===== config.mk =====
export PLATFORM = sky130hd
export DESIGN_NAME = msi_cache_ctrl
export DESIGN_NICKNAME = d
export VERILOG_FILES = /design/src/rtl/msi_pkg.sv /design/src/rtl/msi_line_next.sv /design/src/rtl/msi_cache_ctrl.sv
export SDC_FILE = /design/constraint.sdc
export NUM_CORES = 1
export LEC_CHECK = 0
export CORE_ASPECT_RATIO = 0.8
export CORE_UTILIZATION = 57
export DETAILED_ROUTE_END_ITERATION = 16
export PLACE_DENSITY = 0.8
export SYNTH_ARGS = -nofsm -noshare
export SYNTH_HDL_FRONTEND = slang
export SYNTH_HIERARCHICAL = 1
export SYNTH_SLANG_ARGS = --single-unit

===== constraint.sdc =====
create_clock -name clk_i -period 3.85 [get_ports clk_i]
set_clock_uncertainty 0.1 [all_clocks]
set_input_delay 0.77 -clock clk_i [delete_from_list [all_inputs] [get_ports clk_i]]
set_output_delay 0.77 -clock clk_i [all_outputs]
set_load 0.02 [all_outputs]

===== src/rtl/msi_pkg.sv =====
// Shared encodings for the MSI coherence controller: bus messages,
// per-line coherence states and request FSM states.
package msi_pkg;

    localparam int MSG_W = 3;
    localparam int LS_W  = 3;
    localparam int FSM_W = 3;

    localparam logic [MSG_W-1:0] MSG_IDLE  = 3'd0;
    localparam logic [MSG_W-1:0] MSG_RD    = 3'd1;
    localparam logic [MSG_W-1:0] MSG_RDX   = 3'd2;
    localparam logic [MSG_W-1:0] MSG_UPGR  = 3'd3;
    localparam logic [MSG_W-1:0] MSG_FLUSH = 3'd4;

    localparam logic [LS_W-1:0] LS_I  = 3'd0;
    localparam logic [LS_W-1:0] LS_IS = 3'd1;
    localparam logic [LS_W-1:0] LS_IM = 3'd2;
    localparam logic [LS_W-1:0] LS_S  = 3'd3;
    localparam logic [LS_W-1:0] LS_SM = 3'd4;
    localparam logic [LS_W-1:0] LS_M  = 3'd5;

    localparam logic [FSM_W-1:0] ST_IDLE  = 3'd0;
    localparam logic [FSM_W-1:0] ST_ARB   = 3'd1;
    localparam logic [FSM_W-1:0] ST_ISSUE = 3'd2;
    localparam logic [FSM_W-1:0] ST_WAIT  = 3'd3;
    localparam logic [FSM_W-1:0] ST_DONE  = 3'd4;

    typedef logic [LS_W-1:0] line_state_t;

endpackage


===== src/rtl/msi_line_next.sv =====
// Combinational next-state logic for one cache line. Snoop-driven changes
// win over processor-driven changes in the same cycle.
module msi_line_next
    import msi_pkg::*;
(
    input  logic [LS_W-1:0]  cur_state,
    input  logic             snoop_hit,
    input  logic [MSG_W-1:0] snoop_msg,
    input  logic             start_upgr,
    input  logic             issue,
    input  logic             issue_wr,
    input  logic             fill,
    output logic [LS_W-1:0]  next_state,
    output logic             flush
);

    line_state_t snoop_next;
    logic        snoop_act;

    // Transient IS/IM lines ignore snoops; FLUSH from others needs no action.
    always_comb begin
        snoop_next = cur_state;
        flush      = 1'b0;
        if (snoop_hit) begin
            case (snoop_msg)
                MSG_RD: begin
                    if (cur_state == LS_M) begin
                        snoop_next = LS_S;
                        flush      = 1'b1;
                    end
                end
                MSG_RDX, MSG_UPGR: begin
                    case (cur_state)
                        LS_M: begin
                            if (snoop_msg == MSG_RDX) begin
                                snoop_next = LS_I;
                                flush      = 1'b1;
                            end
                        end
                        LS_S:    snoop_next = LS_I;
                        LS_SM:   snoop_next = LS_IM;
                        default: snoop_next = cur_state;
                    endcase
                end
                MSG_IDLE, MSG_FLUSH: snoop_next = cur_state;
                default:             snoop_next = cur_state;
            endcase
        end
    end

    assign snoop_act = (snoop_next != cur_state);

    always_comb begin
        next_state = snoop_next;
        if (!snoop_act) begin
            if (start_upgr && cur_state == LS_S) begin
                next_state = LS_SM;
            end else if (issue) begin
                case (cur_state)
                    LS_I:    next_state = issue_wr ? LS_IM : LS_IS;
                    LS_SM:   next_state = LS_M;
                    default: next_state = cur_state;
                endcase
            end else if (fill) begin
                case (cur_state)
                    LS_IS:   next_state = LS_S;
                    LS_IM:   next_state = LS_M;
                    default: next_state = cur_state;
                endcase
            end
        end
    end

endmodule


===== src/rtl/msi_cache_ctrl.sv =====
// MSI coherence controller for a private cache: request FSM, bus arbitration,
// snoop handling with flush, and per-line state registers.
module msi_cache_ctrl
    import msi_pkg::*;
#(
    parameter int NUM_LINES = 4,
    parameter int ADDR_W    = 2,
    parameter int CPU_ID    = 0,
    parameter int ID_W      = 2
) (
    input  logic              clk_i,
    input  logic              rst_i,
    input  logic              pr_req_i,
    input  logic              pr_wr_i,
    input  logic [ADDR_W-1:0] pr_addr_i,
    output logic              pr_busy_o,
    output logic              pr_done_o,
    output logic              bus_req_o,
    input  logic              bus_gnt_i,
    output logic [2:0]        bus_msg_o,
    output logic [ADDR_W-1:0] bus_addr_o,
    output logic [ID_W-1:0]   bus_src_o,
    input  logic [2:0]        bus_msg_i,
    input  logic [ADDR_W-1:0] bus_addr_i,
    input  logic [ID_W-1:0]   bus_src_i,
    input  logic              data_valid_i,
    input  logic [ADDR_W-1:0] data_addr_i,
    output logic              flush_o,
    output logic [ADDR_W-1:0] flush_addr_o
);

    logic [FSM_W-1:0]     state_q;
    logic [FSM_W-1:0]     state_d;
    logic [ADDR_W-1:0]    pend_addr_q;
    logic                 pend_wr_q;
    line_state_t          line_q [NUM_LINES];
    line_state_t          line_d [NUM_LINES];
    logic [NUM_LINES-1:0] line_flush;
    logic                 flush_q;
    logic [ADDR_W-1:0]    flush_addr_q;

    logic        snoop_valid;
    logic        accept;
    logic        pr_hit;
    logic        fill_match;
    line_state_t pr_line;
    line_state_t pend_line;
    line_state_t pend_line_nxt;

    assign snoop_valid = (bus_msg_i != MSG_IDLE) && (bus_src_i != ID_W'(CPU_ID));
    assign accept      = (state_q == ST_IDLE) && pr_req_i;
    assign fill_match  = (state_q == ST_WAIT) && data_valid_i && (data_addr_i == pend_addr_q);

    // Address decode without out-of-range indexing when NUM_LINES < 2**ADDR_W.
    always_comb begin
        pr_line       = LS_I;
        pend_line     = LS_I;
        pend_line_nxt = LS_I;
        for (int i = 0; i < NUM_LINES; i++) begin
            if (pr_addr_i == ADDR_W'(i)) begin
                pr_line = line_q[i];
            end
            if (pend_addr_q == ADDR_W'(i)) begin
                pend_line     = line_q[i];
                pend_line_nxt = line_d[i];
            end
        end
    end

    assign pr_hit = pr_wr_i ? (pr_line == LS_M) : (pr_line == LS_S || pr_line == LS_M);

    for (genvar g = 0; g < NUM_LINES; g++) begin : g_line
        logic sel_pr;
        logic sel_pend;
        logic snoop_hit;

        assign sel_pr    = (pr_addr_i == ADDR_W'(g));
        assign sel_pend  = (pend_addr_q == ADDR_W'(g));
        assign snoop_hit = snoop_valid && (bus_addr_i == ADDR_W'(g));

        msi_line_next u_line_next (
            .cur_state  (line_q[g]),
            .snoop_hit  (snoop_hit),
            .snoop_msg  (bus_msg_i),
            .start_upgr (accept && pr_wr_i && sel_pr),
            .issue      ((state_q == ST_ISSUE) && sel_pend),
            .issue_wr   (pend_wr_q),
            .fill       (fill_match && sel_pend),
            .next_state (line_d[g]),
            .flush      (line_flush[g])
        );
    end

    always_ff @(posedge clk_i or negedge rst_i) begin
        if (!rst_i) begin
            for (int i = 0; i < NUM_LINES; i++) begin
                line_q[i] <= LS_I;
            end
        end else begin
            for (int i = 0; i < NUM_LINES; i++) begin
                line_q[i] <= line_d[i];
            end
        end
    end

    // A snoop may demote the pending line during ISSUE, which forces a WAIT for data.
    always_comb begin
        state_d = state_q;
        case (state_q)
            ST_IDLE:  if (pr_req_i) state_d = pr_hit ? ST_DONE : ST_ARB;
            ST_ARB:   if (bus_gnt_i) state_d = ST_ISSUE;
            ST_ISSUE: state_d = (pend_line_nxt == LS_IS || pend_line_nxt == LS_IM) ? ST_WAIT : ST_DONE;
            ST_WAIT:  if (fill_match) state_d = ST_DONE;
            ST_DONE:  state_d = ST_IDLE;
            default:  state_d = ST_IDLE;
        endcase
    end

    always_ff @(posedge clk_i or negedge rst_i) begin
        if (!rst_i) begin
            state_q      <= ST_IDLE;
            pend_addr_q  <= '0;
            pend_wr_q    <= 1'b0;
            flush_q      <= 1'b0;
            flush_addr_q <= '0;
        end else begin
            state_q <= state_d;
            if (accept) begin
                pend_addr_q <= pr_addr_i;
                pend_wr_q   <= pr_wr_i;
            end
            flush_q      <= |line_flush;
            flush_addr_q <= (|line_flush) ? bus_addr_i : '0;
        end
    end

    always_comb begin
        bus_msg_o = MSG_IDLE;
        if (state_q == ST_ISSUE) begin
            case (pend_line)
                LS_SM:   bus_msg_o = MSG_UPGR;
                LS_IM:   bus_msg_o = MSG_RDX;
                LS_I:    bus_msg_o = pend_wr_q ? MSG_RDX : MSG_RD;
                default: bus_msg_o = MSG_IDLE;
            endcase
        end
    end

    assign bus_addr_o   = (state_q == ST_ISSUE) ? pend_addr_q : '0;
    assign bus_req_o    = (state_q == ST_ARB);
    assign bus_src_o    = ID_W'(CPU_ID);
    assign pr_busy_o    = (state_q != ST_IDLE);
    assign pr_done_o    = (state_q == ST_DONE);
    assign flush_o      = flush_q;
    assign flush_addr_o = flush_addr_q;

endmodule

# == Word-level counts from Yosys, hierarchy flattened ==
# Index checks and enable logic that the tools add are counted.
# totals
reg_bits,21
in_bits,17
output_inout_bits,13
wordCells,186
# classes
eq_ne,50
mux,85
reduce_logical,42
# ops
cell,n
$mux W3,46
$pmux W3 S2,12
$eq A3 B2 Y1 const B,15
$pmux W3 S3,5
$eq A3 B3 Y1 const B,11
$logic_and A1 B1 Y1,25
$eq A3 B1 Y1 const B,7
$logic_not A3 Y1,6
$mux W1,14
$eq A2 B2 Y1 const B,6
$ne A3 B3 Y1,4
$pmux W3 S4,1
$pmux W1 S2,4
$eq A2 B1 Y1 const B,3
$logic_not A2 Y1,3
$mux W2,3
$reduce_bool A3 Y1,2
$ne A2 B2 Y1 const B,2
$reduce_or A4 Y1,1
$reduce_and A3 Y1,1
$eq A2 B2 Y1,1
$logic_or A1 B1 Y1,2
$ne A2 B1 Y1 const B,1
$reduce_bool A2 Y1,1
$reduce_or A2 Y1,1

# == Longest topological paths before layout ==
# logic_depth
word_depth,17
ltp_mapped,14
mapped_depth_nobuf,13

# == Cells and area by module ==
# Netlist, hierarchy kept.
# modules_own_cells
mod,instances,cells_per_inst,area_each_um2,seq_area_each_um2
msi_cache_ctrl,1,111,1229.9,525.5
msi_line_next,4,46,299.0,0.0

# == Worst setup path after synthesis ==
# OpenSTA, ideal clock, no wires.
# synth_timing
kind,input to register
startpoint,in data_addr_i[0]
endpoint,reg state_q[2]
arrival_time_ns,3.362
slack_ns,0.263
stages,12
n_path_buf,0
cell_sequence,xor2_1 -> nor3_1 -> nand2b_1 -> nor3_1 -> nor3b_1 -> a31oi_1 -> o22a_1 -> o21a_1 -> mux4_1 -> xnor2_1 -> or3_1 -> nor4b_2
# synth_rtl
item,line,source
from (decl),msi_cache_ctrl.sv:27,"input logic [ADDR_W-1:0] data_addr_i,"
to (signal assigned),msi_cache_ctrl.sv:127,state_q <= state_d;
to (decl),msi_cache_ctrl.sv:32,logic [FSM_W-1:0] state_q;

==> flow_metrics.env <==
export IMPL_synth_ff_type="dfrtp_1"
export IMPL_slew_limit_headroom=0.3517
export IMPL_drive_gt1_frac=0.2170
export IMPL_reg2reg_depth=13
export IMPL_crit_arrival_ns=3.88
export IMPL_syn_area_per_cell_um2=8.224
export IMPL_synth_seq_cells=21
export IMPL_min_period_over_period=0.9923
export IMPL_dr_pass1_iters=4
export IMPL_synth_edff_count=0
export IMPL_fp_dieH_um=60.35
export IMPL_hold_viol=0
export IMPL_final_max_slew_violation_count=0
export IMPL_min_to="state_q[2]"
export IMPL_drv_cap=0
export IMPL_cts_max_level=1
export IMPL_cts_root_buffer="clkbuf_8"
export IMPL_synth_area_leaders="dfrtp_1 22%, nor2b_1 5.9%, mux4_2 4.6%"
export IMPL_avgRoutedWirePerCell_um=17.63
export IMPL_hold_depth=2
export IMPL_viasPerCell=6.306
export IMPL_cts_path_max_buffers=2
export IMPL_post_synth_num_cell_types=49
export IMPL_ir_drop_mv=0.2152
export IMPL_cts_tree="done"
export IMPL_async_reset_ff_frac=1.000
export IMPL_fill_cells=294
export IMPL_max_clock_freq_mhz=261.8
export IMPL_critical_path_class="in -> reg"
export IMPL_switchingPower_w=0.0006272
export IMPL_pwr_share_comb=0.606
export IMPL_first_iter_violations=285
export IMPL_p_clk_frac=0.112
export IMPL_n_antenna_cell=0
export IMPL_cpPeakStageDelay_ns=0.49
export IMPL_grtUsageTotal=0.3187
export IMPL_pwr_share_seq=0.281
export IMPL_yosysTopAreaCell="dfrtp_1"
export IMPL_setup_viol=0
export IMPL_grt_ovfl_total=0
export IMPL_die_area_mm2=0.004523
export IMPL_critPathSlowestCell="mux4_2"
export IMPL_layout_nets=359
export IMPL_p_sw_frac=0.4642
export IMPL_required_ns=3.91
export IMPL_row_count=20
export IMPL_synthCells=295
export IMPL_cts_clk_slew_worst_paths_ns=0.08
export IMPL_wl_um=6981
export IMPL_r2r_start="state_q[1]"
export IMPL_power_w=0.001351
export IMPL_reg2reg_to="state_q[2]"
export IMPL_path_common_cell="nor3_4"
export IMPL_synth_seq_area_share=0.2166
export IMPL_coreArea_mm2=0.003929
export IMPL_hold_path_class="reg -> reg"
export IMPL_cp_end_kind="flop"
export IMPL_cts_hold_buf=0
export IMPL_synth_area_mm2=0.002426
export IMPL_synth_top_area_frac=0.2166
export IMPL_cts_buffers_inserted=3
export IMPL_antenna_found_initial=0
export IMPL_drc=0
export IMPL_ant_nets=0
export IMPL_crit_chain="clkdlybuf4s50_1, nand2_1, nor3_4, nand2b_4, buf_4, nor3_4, nor3b_2, a31oi_1, o22a_1, o21a_1, mux4_2, xnor2_2, or3_4, nor4b_2"
export IMPL_first_global_vias=2267
export IMPL_dpl_hpwl_um=4937
export IMPL_areaGrowthSynthToFinish_pct=24.81
export IMPL_start_kind="primary input"
export IMPL_die_w_um=74.94
export IMPL_start_util=0.6175
export IMPL_outcome="complete, no violations"
export IMPL_tightest_slew_ns=0.9694
export IMPL_vias=2497
export IMPL_post_route_min_period_ns=3.820
export IMPL_yosysWarnings=6
export IMPL_reg2reg_slack_ns=0.28
export IMPL_gp_congestion=0.9201
export IMPL_hp_start="state_q[2]"
export IMPL_grt_start_max_net_pins=37
export IMPL_clk_latency_ns=0.27
export IMPL_power_leakage_nw=1.242
export IMPL_portBuffers=26
export IMPL_p_int_w=0.0007239
export IMPL_clock_sinks=21
export IMPL_p_per_area_mw_per_mm2=446.2
export IMPL_grt_pass1_wl_um=10750
export IMPL_ios=30
export IMPL_final_util=0.7707
export IMPL_crit_fanout=4
==> logic make-up after synthesis <==
| kind of cell | Yosys count | synth area share |
|---|---|---|
| AOI/OAI and AO/OA | 78 | 0.2151 |
| xor gates and xnor gates | 11 | 0.03971 |
| buffers and inverters | 36 | 0.09592 |
| DFF | 21 | 0.2166 |
| muxes | 13 | 0.1062 |
| other | 1 | 0.001546 |
| and+or+nand+nor | 135 | 0.3249 |
==> area by class of cell <==
cell class / instances / area, um2 / share of cell area
Multi-Input combinational cell: 240 / 1792 / 0.5917
Timing Repair Buffer: 65 / 555.5 / 0.1835
Inverter: 11 / 41.29 / 0.01364
Sequential cell: 21 / 525.5 / 0.1736
Tap cell: 55 / 68.82 / 0.02273
Clock buffer: 4 / 45.04 / 0.01488
==> how the worst max path moves through the flow <==
stage / depth (start not counted) / slack (ns) / to / start
3_3_place_gp: 13 / -0.34 / state_q[2] / data_addr_i[0]
3_5_place_dp: 13 / -0.50 / state_q[2] / data_addr_i[0]
4_1_cts: 13 / 0.04 / state_q[2] / data_addr_i[0]
6_report: 14 / 0.03 / state_q[2] / data_valid_i
5_1_grt: 14 / -0.07 / state_q[1] / data_valid_i
2_1_floorplan: 12 / 0.26 / state_q[2] / data_addr_i[0]
==> through the flow <==
stage | hold slack, ns | setup slack (ns) | area, um2 | instances | setup TNS, ns
final | 0.5308 | 0.02967 | 3028 | 396 | 0
after global routing | 0.5596 | -0.06729 | 3028 | 396 | -0.1262
after CTS | 0.5071 | 0.04010 | 2942 | 394 | 0
after detailed placement | 0.4941 | -0.5004 | 2849 | 390 | -1.356
after global placement | 0.5001 | -0.3400 | 2849 | 390 | -0.8403
after floorplan | 0.3744 | 0.2632 | 2434 | 297 | 0
==> worst max-delay path, delay by kind of cell <==
family,cells,cell delay (ns)
buf+inv,2,0.62
xor+xnor,1,0.15
compound gates,3,0.42
simple gates,7,1.41
mux,1,0.49
==> cell usage after synthesis (8+ instances only) <==
cell     count
nand3_1      8
nor3b_1      8
nand2_1     20
nor2b_1     23
nor3_1      14
buf_4        8
o21ai_0     11
dfrtp_1     21
inv_1       11
nor2_1      24
a21oi_1     18
==> registers in the layout, summed over array words and instances (netlist names) <==
name / count
flush_addr_o: 2
flush_o: 1
pend_wr_q: 1
state_q: 3
line_q: 12
pend_addr_q: 2
==> power groups by stage <==
stage | Clock, W | Sequential, W | Combinational [W]
floorplan | 0 | 0.000325 | 0.000548
global placement | 0 | 0.000377 | 0.000714
detailed placement | 0 | 0.000379 | 0.000732
CTS | 0.000151 | 0.000374 | 0.000750
global route | 0.000166 | 0.000391 | 0.000870
finish | 0.000152 | 0.000380 | 0.000819
==> layer usage <==
layer | global-route usage | wire (um) | vias to the layer above | part of all wire
li1 | - | - | 1180 | -
met1 | 0.4226 | 2935 | 1193 | 0.42
met2 | 0.5251 | 3341 | 105 | 0.48
met3 | 0.05648 | 532 | 19 | 0.076
met4 | 0.1213 | 172 | 0 | 0.025
met5 | 0 | 0 | - | 0
==> cells in the final DEF, fill, tap and decap left out, types with 5 or more instances in the layout <==
cell type / count
xor2_1: 6
a211oi_1: 5
buf_4: 39
dfrtp_1: 21
clkdlybuf4s50_1: 25
nor3_1: 9
or3_1: 6
a21oi_1: 17
nor2b_1: 21
and4_1: 5
mux4_2: 6
nor2_1: 24
nand2_1: 20
nand3_1: 8
and3_1: 5
o21ai_0: 11
inv_1: 11
==> timing repair <==
item	CTS	global route
buffers inserted	0	2
gates cloned	0	0
resized for setup	10	15
endpoints found under the setup margin	3	3
pin swaps	0	5
Note: power is estimated with default switching activity, not from simulation.
